[src/rtl/alu_share_arbiter_pkg.sv]
// Shared ALU select encoding, default datapath width and output-buffer state
// for the execute-stage ALU share arbiter.
package alu_share_arbiter_pkg;

   localparam int XLEN_DEF = 32;

   typedef enum logic [3:0] {
      ALU_ADD  = 4'd0,
      ALU_SUB  = 4'd1,
      ALU_SLL  = 4'd2,
      ALU_SLT  = 4'd3,
      ALU_SLTU = 4'd4,
      ALU_XOR  = 4'd5,
      ALU_SRL  = 4'd6,
      ALU_SRA  = 4'd7,
      ALU_OR   = 4'd8,
      ALU_AND  = 4'd9
   } alu_sel_e;

   typedef enum logic {
      BUF_EMPTY = 1'b0,
      BUF_FULL  = 1'b1
   } buf_state_e;

endpackage

[src/rtl/alu_share_arbiter_if.sv]
// Request/response bundle between the two ALU requesters, the arbiter and
// the result consumer.
interface alu_share_arbiter_if
   import alu_share_arbiter_pkg::*;
   #(parameter int XLEN = XLEN_DEF);

   logic [1:0]      req_valid;
   logic [1:0]      req_ready;
   logic [XLEN-1:0] req_a0, req_b0;
   logic [XLEN-1:0] req_a1, req_b1;
   logic [3:0]      req_sel0, req_sel1;
   logic            rsp_valid;
   logic            rsp_id;
   logic [XLEN-1:0] rsp_data;
   logic            rsp_zero;
   logic            rsp_ready;

   modport master (
      output req_valid, req_a0, req_b0, req_a1, req_b1, req_sel0, req_sel1, rsp_ready,
      input  req_ready, rsp_valid, rsp_id, rsp_data, rsp_zero
   );

   modport slave (
      input  req_valid, req_a0, req_b0, req_a1, req_b1, req_sel0, req_sel1, rsp_ready,
      output req_ready, rsp_valid, rsp_id, rsp_data, rsp_zero
   );

endinterface

[src/rtl/alu_share_arbiter_rr_arb2.sv]
// Two-way grant logic: a lone requester always wins; on a tie the round-robin
// pointer (or port 0 in fixed-priority mode) decides.
module rr_arb2 #(
   parameter bit FIXED_PRIO = 1'b0
) (
   input  logic       clk,
   input  logic       rst,
   input  logic [1:0] valid,
   input  logic       en,
   output logic [1:0] gnt,
   output logic       gnt_id,
   output logic       gnt_any
);

   logic ptr;
   logic pick;

   always_comb begin
      pick = 1'b0;
      if (valid == 2'b10)
         pick = 1'b1;
      else if (valid == 2'b11)
         pick = FIXED_PRIO ? 1'b0 : ptr;
   end

   assign gnt_any = en & (|valid);
   assign gnt_id  = pick;
   assign gnt     = gnt_any ? (pick ? 2'b10 : 2'b01) : 2'b00;

   // Pointer favours the loser, and only moves when something was granted.
   always_ff @(posedge clk) begin
      if (rst)
         ptr <= 1'b0;
      else if (gnt_any && !FIXED_PRIO)
         ptr <= ~pick;
   end

endmodule

[src/rtl/alu_share_arbiter.sv]
// Shares one combinational ALU between execute (port 0) and the address unit
// (port 1); the result lands in a one-entry buffer with backpressure.
module alu_share_arbiter
   import alu_share_arbiter_pkg::*;
#(
   parameter int XLEN       = XLEN_DEF,
   parameter bit FIXED_PRIO = 1'b0
) (
   input  logic             clk,
   input  logic             rst,
   alu_share_arbiter_if.slave bus,
   output logic [XLEN-1:0]  alu_a,
   output logic [XLEN-1:0]  alu_b,
   output logic [3:0]       alu_sel,
   input  logic [XLEN-1:0]  alu_result
);

   buf_state_e      state;
   logic            id;
   logic [XLEN-1:0] data;
   logic            zero;
   logic            can_accept;
   logic            gnt_id;
   logic            gnt_any;
   logic [1:0]      gnt;

   // Draining and refilling in the same cycle keeps one op per clock.
   assign can_accept = (state == BUF_EMPTY) || bus.rsp_ready;

   rr_arb2 #(.FIXED_PRIO(FIXED_PRIO)) u_arb (
      .clk     (clk),
      .rst     (rst),
      .valid   (bus.req_valid),
      .en      (can_accept && !rst),
      .gnt     (gnt),
      .gnt_id  (gnt_id),
      .gnt_any (gnt_any)
   );

   assign bus.req_ready = gnt;

   always_comb begin
      alu_a   = '0;
      alu_b   = '0;
      alu_sel = ALU_ADD;
      if (gnt_any) begin
         if (gnt_id) begin
            alu_a   = bus.req_a1;
            alu_b   = bus.req_b1;
            alu_sel = bus.req_sel1;
         end else begin
            alu_a   = bus.req_a0;
            alu_b   = bus.req_b0;
            alu_sel = bus.req_sel0;
         end
      end
   end

   always_ff @(posedge clk) begin
      if (rst) begin
         state <= BUF_EMPTY;
         id    <= 1'b0;
         data  <= '0;
         zero  <= 1'b1;
      end else begin
         case (state)
            BUF_EMPTY: if (gnt_any) state <= BUF_FULL;
            BUF_FULL:  if (bus.rsp_ready && !gnt_any) state <= BUF_EMPTY;
            default:   state <= BUF_EMPTY;
         endcase
         if (gnt_any) begin
            id   <= gnt_id;
            data <= alu_result;
            zero <= (alu_result == '0);
         end
      end
   end

   assign bus.rsp_valid = (state == BUF_FULL);
   assign bus.rsp_id    = id;
   assign bus.rsp_data  = data;
   assign bus.rsp_zero  = zero;

endmodule

[src/flat_wrapper.sv]
// flat-port wrapper written by rule: the top's interface ports become plain ports
module alu_share_arbiter_flat import alu_share_arbiter_pkg::*;
#(
   parameter int XLEN       = XLEN_DEF,
   parameter bit FIXED_PRIO = 1'b0
)
  (clk, rst, alu_a, alu_b, alu_sel, alu_result, bus_req_valid, bus_req_a0, bus_req_b0, bus_req_a1, bus_req_b1, bus_req_sel0, bus_req_sel1, bus_rsp_ready, bus_req_ready, bus_rsp_valid, bus_rsp_id, bus_rsp_data, bus_rsp_zero);
  alu_share_arbiter_if #(.XLEN(XLEN)) bus_i ();
  input  logic clk;
  input  logic rst;
  output logic [XLEN-1:0] alu_a;
  output logic [XLEN-1:0] alu_b;
  output logic [3:0] alu_sel;
  input  logic [XLEN-1:0] alu_result;
  input wire logic [$bits(bus_i.req_valid)-1:0] bus_req_valid;
  input wire logic [$bits(bus_i.req_a0)-1:0] bus_req_a0;
  input wire logic [$bits(bus_i.req_b0)-1:0] bus_req_b0;
  input wire logic [$bits(bus_i.req_a1)-1:0] bus_req_a1;
  input wire logic [$bits(bus_i.req_b1)-1:0] bus_req_b1;
  input wire logic [$bits(bus_i.req_sel0)-1:0] bus_req_sel0;
  input wire logic [$bits(bus_i.req_sel1)-1:0] bus_req_sel1;
  input wire logic [$bits(bus_i.rsp_ready)-1:0] bus_rsp_ready;
  output wire logic [$bits(bus_i.req_ready)-1:0] bus_req_ready;
  output wire logic [$bits(bus_i.rsp_valid)-1:0] bus_rsp_valid;
  output wire logic [$bits(bus_i.rsp_id)-1:0] bus_rsp_id;
  output wire logic [$bits(bus_i.rsp_data)-1:0] bus_rsp_data;
  output wire logic [$bits(bus_i.rsp_zero)-1:0] bus_rsp_zero;
  assign bus_i.req_valid = bus_req_valid;
  assign bus_i.req_a0 = bus_req_a0;
  assign bus_i.req_b0 = bus_req_b0;
  assign bus_i.req_a1 = bus_req_a1;
  assign bus_i.req_b1 = bus_req_b1;
  assign bus_i.req_sel0 = bus_req_sel0;
  assign bus_i.req_sel1 = bus_req_sel1;
  assign bus_i.rsp_ready = bus_rsp_ready;
  assign bus_req_ready = bus_i.req_ready;
  assign bus_rsp_valid = bus_i.rsp_valid;
  assign bus_rsp_id = bus_i.rsp_id;
  assign bus_rsp_data = bus_i.rsp_data;
  assign bus_rsp_zero = bus_i.rsp_zero;
  alu_share_arbiter #(.XLEN(XLEN), .FIXED_PRIO(FIXED_PRIO)) u_core (.clk(clk), .rst(rst), .bus(bus_i), .alu_a(alu_a), .alu_b(alu_b), .alu_sel(alu_sel), .alu_result(alu_result));
endmodule
[config.mk]
export PLATFORM = sky130hd
export DESIGN_NAME = alu_share_arbiter_flat
export DESIGN_NICKNAME = d
export VERILOG_FILES = /design/src/rtl/alu_share_arbiter_pkg.sv /design/src/rtl/alu_share_arbiter_if.sv /design/src/rtl/alu_share_arbiter_rr_arb2.sv /design/src/rtl/alu_share_arbiter.sv /design/src/flat_wrapper.sv
export SDC_FILE = /design/constraint.sdc
export NUM_CORES = 1
export LEC_CHECK = 0
export CAP_MARGIN = 20
export CORE_AREA = 2 2 107 109
export CTS_BUF_LIST = sky130_fd_sc_hd__clkbuf_8
export CTS_CLUSTER_DIAMETER = 200
export DETAILED_ROUTE_END_ITERATION = 16
export DIE_AREA = 0 0 109 111
export DONT_BUFFER_PORTS = 1
export SLEW_MARGIN = 20
export SYNTH_ARGS = -nofsm -noshare
export SYNTH_HDL_FRONTEND = slang
export SYNTH_SLANG_ARGS = --single-unit
[constraint.sdc]
create_clock -name clk -period 2.1 [get_ports clk]
set_clock_uncertainty 0.2 [all_clocks]
set_input_delay 0.21 -clock clk [delete_from_list [all_inputs] [get_ports clk]]
set_output_delay 0.21 -clock clk [all_outputs]
set_load 0.1 [all_outputs]
# --- Yosys cells after proc, flatten, opt, wreduce, memory -nomap -nowiden ---
# Index checks and enable logic that the tools add are counted.
word_totals:
  register_bits: 36
  input_bits: 173
  output_inout_bits: 105
  wordCells: 30
classes:
  n_eq_ne: 2
  n_mux: 13
  bitwise: 3
  n_reduce_logical: 7
op_table:
  columns: ["cell", "n"]
  rows:
  - ["32-bit 2-to-1 mux", 4]
  - ["32-bit zero test", 1]
  - ["4-bit 2-to-1 mux", 2]
  - ["2-bit equality test (second input constant)", 2]
  - ["1-bit 2-to-1 mux", 4]
  - ["2-bit 2-to-1 mux", 2]
  - ["1-bit logical AND", 2]
  - ["1-bit zero test", 2]
  - ["1-bit NOT", 2]
  - ["1-bit case mux with 2 select lines", 1]
  - ["2-bit OR reduction", 1]
  - ["1-bit AND", 1]
  - ["1-bit logical OR", 1]

# --- Logic depth before layout (Yosys ltp) ---
# Gate-level depths: netlist (run 1).
depth:
  depth_word: 8
  mapped_depth: 7
  mapped_depth_nobuf: 5

# --- Cells and area by module ---
# Synthesis (run 1) repeated with hierarchy kept, for this count alone.
hier_totals:
  hier_cells: 288
  hier_area_um2: 2409.8
by_module_without_submodules:
  columns: ["module", "n_inst", "cells_per_inst", "area_per_inst_um2", "seq_area_each_um2"]
  rows:
  - ["alu_share_arbiter", 1, 279, 2339.7, 700.7]
  - ["rr_arb2", 1, 9, 70.1, 20.0]

# --- Least setup slack after synthesis (run 1) ---
# Ideal clock, no wire load.
synth_path:
  kind: "flip-flop to output port"
  start: "register u_core.state (netlist: u_core.bus.rsp_valid)"
  end: "output alu_a[31]"
  t_arrival_ns: 2.517
  required_time_ns: 1.690
  path_slack_ns: -0.827
  stages_incl_launch_ff: 7
  path_cell_list: "dfxtp_1 -> nor2b_1 -> or3_1 -> clkbuf_1 -> buf_6 -> buf_6 -> a21oi_2"
synth_via:
  elab_chain_len: 5
synth_lines:
  columns: ["element", "line", "rtl"]
  rows:
  - ["start, declared", "alu_share_arbiter.sv:18", "buf_state_e state;"]
  - ["start signal, assigned", "alu_share_arbiter.sv:61", "state <= BUF_EMPTY;"]
  - ["start signal, assigned", "alu_share_arbiter.sv:67", "BUF_EMPTY: if (gnt_any) state <= BUF_FULL;"]
  - ["start signal, assigned", "alu_share_arbiter.sv:68", "BUF_FULL: if (bus.rsp_ready && !gnt_any) state <= BUF_EMPTY;"]
  - ["1-bit NOT", "alu_share_arbiter.sv:28", "assign can_accept = (state == BUF_EMPTY) || bus.rsp_ready;"]
  - ["1-bit logical OR", "alu_share_arbiter.sv:28", null]
  - ["1-bit logical AND", "alu_share_arbiter.sv:34", ".en (can_accept && !rst),"]
  - ["1-bit AND", "alu_share_arbiter_rr_arb2.sv:26", "assign gnt_any = en & (|valid);"]
  - ["32-bit 2-to-1 mux", "alu_share_arbiter.sv:46", "if (gnt_any) begin"]
  - ["end, declared", "flat_wrapper.sv:11", "output logic [XLEN-1:0] alu_a;"]
# Every way passes these cells.

# --- Worst setup path in the final report (run 1) ---
layout_path:
  start: "register u_core.state (netlist: u_core.bus.rsp_valid)"
  end: "output alu_b[22]"
layout_via:
  elab_chain_len: 5
layout_lines:
  columns: ["element", "line", "rtl"]
  rows:
  - ["1-bit NOT", "alu_share_arbiter.sv:28", null]
  - ["1-bit logical OR", "alu_share_arbiter.sv:28", null]
  - ["1-bit logical AND", "alu_share_arbiter.sv:34", null]
  - ["1-bit AND", "alu_share_arbiter_rr_arb2.sv:26", null]
  - ["32-bit 2-to-1 mux", "alu_share_arbiter.sv:46", null]
  - ["end, declared", "flat_wrapper.sv:12", "output logic [XLEN-1:0] alu_b;"]
# Every way passes these cells.

==> results of run 1 <==
==> worst max-delay path: stages (launching register included) <==
cell,delay [ps]
dfxtp_4,340
nor2b_4,140
or3_4,470
buf_16,200
a21oi_4,160
buf_12,190
==> power by group <==
group          internal (uW)  total, uW  switching [uW]
combinational            735       2320            1580
clock                    262        504             242
sequential               742        764            21.6
total                   1740       3580            1850
==> flip-flops by register name (all words and copies together) (netlist names) <==
name and flops:
u_core.bus.rsp_data 32, u_core.bus.rsp_id 1, u_core.bus.rsp_valid 1, u_core.bus.rsp_zero 1
u_core.u_arb.ptr 1
==> cell usage in the layout (no fill, tap or decap), types with 2 or more instances in the layout <==
| master | n |
|---|---|
| a21oi_1 | 2 |
| a21oi_4 | 68 |
| buf_12 | 75 |
| buf_16 | 3 |
| buf_4 | 42 |
| buf_6 | 4 |
| buf_8 | 2 |
| clkbuf_16 | 9 |
| clkbuf_8 | 6 |
| clkinv_2 | 2 |
| dfxtp_1 | 34 |
| dfxtp_4 | 2 |
| dlygate4sd3_1 | 36 |
| inv_1 | 2 |
| nand2_1 | 201 |
| nand3b_1 | 30 |
| nand4_1 | 2 |
| nor2_1 | 2 |
| nor4_1 | 8 |
| or3_4 | 3 |
==> per-layer routing <==
metal  global-route usage, %  wire, um  vias to the layer above
met2                    32.5      6380                      219
met1                    17.2      4460                     1586
met5                       0         0                        -
li1                        -         -                     1591
met4                    5.30       223                        0
met3                    4.64      1190                       19
==> area by class of cell <==
| class | count | area (um^2) |
|---|---|---|
| Clock buffer | 6 | 82.6 |
| Inverter | 3 | 11.3 |
| Timing Repair Buffer | 171 | 2560 |
| Fill cell | 914 | 5180 |
| Tap cell | 143 | 179 |
| Clock inverter | 2 | 10.0 |
| Sequential cell | 36 | 728 |
| Multi-Input combinational cell | 327 | 2320 |
==> kinds of logic (layout without fill, tap and decap cells) <==
logic type | Yosys count | count (layout)
AO/OA/AOI/OAI | 75 | 75
AND/OR/NAND/NOR | 250 | 252
flip-flops | 36 | 36
buffers and inverters | 36 | 182
==> per-stage QoR <==
stage / instance area [um^2] / hold slack (ps) / TNS, ps
2_1_floorplan: 3280 / 109 / -15840
3_3_place_gp: 5000 / 78.4 / 0
3_5_place_dp: 5000 / 80.7 / 0
4_1_cts: 5450 / 55.7 / -8170
5_1_grt: 5900 / 66.6 / -8650
6_report: 5900 / 51.7 / -5010
==> timing repair <==
action | CTS | global route
setup buffers | 0 | 7
hold buffers | 36 | 0
endpoints found under the setup margin | 69 | 72
pin swaps | 0 | 3
hold endpoints to repair | 36 | 0
cloned | 0 | 17
resized for setup | 0 | 17
==> how the worst min path moves through the flow <==
stage,from,end,depth (start not counted)
final,alu_result[22],u_core.bus.rsp_zero,4
after global placement,rst,u_core.bus.rsp_valid,1
after detailed placement,rst,u_core.u_arb.ptr,1
after floorplan,alu_result[0],u_core.bus.rsp_data[0],2
after CTS,alu_result[22],u_core.bus.rsp_zero,4
after global routing,alu_result[22],u_core.bus.rsp_zero,4
==> flow_summary.json, run 1 <==
{
  "viasPerCell": 4.96,
  "synth_compound_area_share_pct": 24.3,
  "synth_flop_cell": "dfxtp_1",
  "seq_area_frac_synth_pct": 26.9,
  "cts_tree": "built",
  "startpoint": "u_core.bus.rsp_valid",
  "wl_um": 12200,
  "drv_cap": 0,
  "peakVddDrop_mv": 0.642,
  "async_flop_share_pct": 0,
  "end_kind": "primary output",
  "crit_type": "reg2out",
  "cp.required_ps": 1690,
  "start_kind": "flip-flop",
  "antennaDiodeCount": 0,
  "status": "finished, violations left",
  "placed_cells": 620,
  "dp_hpwl_um": 8080,
  "drtAntennaViolNets": 0,
  "num_io_pins": 278,
  "dp_slack_ps": 165,
  "rr_worst_depth": 6,
  "synth_warnings": 0,
  "synthAdderAreaFrac_pct": 0,
  "hp-class": "in2reg",
  "grt_pass1_vias": 3472,
  "worst_skew_pair.late_latency_ps": 280,
  "stdcell_count": 688,
  "synth_common_cells": "nand2_1 (202), a21oi_2 (68), dfxtp_1 (36)",
  "drc": 0,
  "crit_path_end": "alu_b[22]",
  "setup_viol": 71,
  "core_um2": 11100,
  "avgSynthCellArea_um2": 6.74,
  "final_core_util_pct": 53.2,
  "rsz0062_at_grt": "yes",
  "max_slew_margin_pct": 35.8,
  "grt_max_degree": 69,
  "violations": "negative setup slack",
  "dieArea_um2": 12100,
  "nets": 717,
  "synthCells": 397,
  "wl_per_cell_um": 17.8,
  "start_util_pct": 24.2,
  "grt_pass1_wl_um": 16600,
  "area_growth_pct": 120,
  "synth-xor-area-share_pct": 0,
  "clock_path_buffers": 2,
  "timing.fmax_mhz": 452,
  "grtUsageTotal_pct": 16.9,
  "power.density_nw_per_um2": 608,
  "drt-initial-drc-count": 209,
  "clk_pin_slew_ps": 70,
  "cellLeakagePower_uw": 0.00235,
  "hold_violations": 0,
  "finalMaxSlewViolations": 0,
  "cts_root_buf": "clkbuf_8",
  "synth_top_family_by_area": "simple AND/OR/NAND/NOR gates",
  "rrSetupSlack_ps": -30,
  "ys_ff_latch": 36,
  "synth_top_area_share_pct": 28.3,
  "routabilityCongestion": 0.802,
  "die_w_um": 109,
  "cp_data_arrival_time_ps": 1800,
  "yosys.area.top_type": "nand2_1",
  "synth_cell_types": 23,
  "overflow": 0,
  "syn_nets": 570,
  "cts.sinks": 36,
  "post-route-period-util_pct": 105,
  "synth.area.mux_share_pct": 0,
  "syn-cell-area_um2": 2680,
  "synth_area_leaders": "nand2_1 (28%), dfxtp_1 (27%), a21oi_2 (22%)",
  "antenna_found_initial": 0,
  "rows": 39,
  "io_buffer_count": 0,
  "tightest_slew_ps": 961,
  "cts-buffers-inserted": 5,
  "power_uw": 3580,
  "synth-edff-count": 0,
  "dr_total_vias": 3415,
  "yosys.area_share.simple_pct": 41.0,
  "fin_ws_ps": -112,
  "die_h_um": 111,
  "htreeDepth": 2,
  "critPathMaxFanout": 9,
  "first_pass_iters": 4,
  "drive_gt1_share_pct": 41.3,
  "reg2reg_from": "u_core.bus.rsp_valid",
  "synthMostInstantiatedCell": "nand2_1",
  "min_period_ps": 2210,
  "r2r_end": "u_core.bus.rsp_id"
}
No activity file was read; power rests on OpenSTA's default activity.
==> run 2: changes to the inputs <==
--- a/config.mk
+++ b/config.mk
@@ -5,7 +5,6 @@
 export SDC_FILE = /design/constraint.sdc
 export NUM_CORES = 1
 export LEC_CHECK = 0
-export CAP_MARGIN = 20
 export CORE_AREA = 2 2 107 109
 export CTS_BUF_LIST = sky130_fd_sc_hd__clkbuf_8
 export CTS_CLUSTER_DIAMETER = 200
==> results of run 2 <==
Final layout, timing and power as in run 1 (identical DEF).
==> run 3: changes to the inputs <==
--- a/config.mk
+++ b/config.mk
@@ -11,6 +11,7 @@
 export DETAILED_ROUTE_END_ITERATION = 16
 export DIE_AREA = 0 0 109 111
 export DONT_BUFFER_PORTS = 1
+export GPL_ROUTABILITY_DRIVEN = 0
 export SLEW_MARGIN = 20
 export SYNTH_ARGS = -nofsm -noshare
 export SYNTH_HDL_FRONTEND = slang
==> results of run 3 <==
Final layout, timing and power as in run 1 (identical DEF).
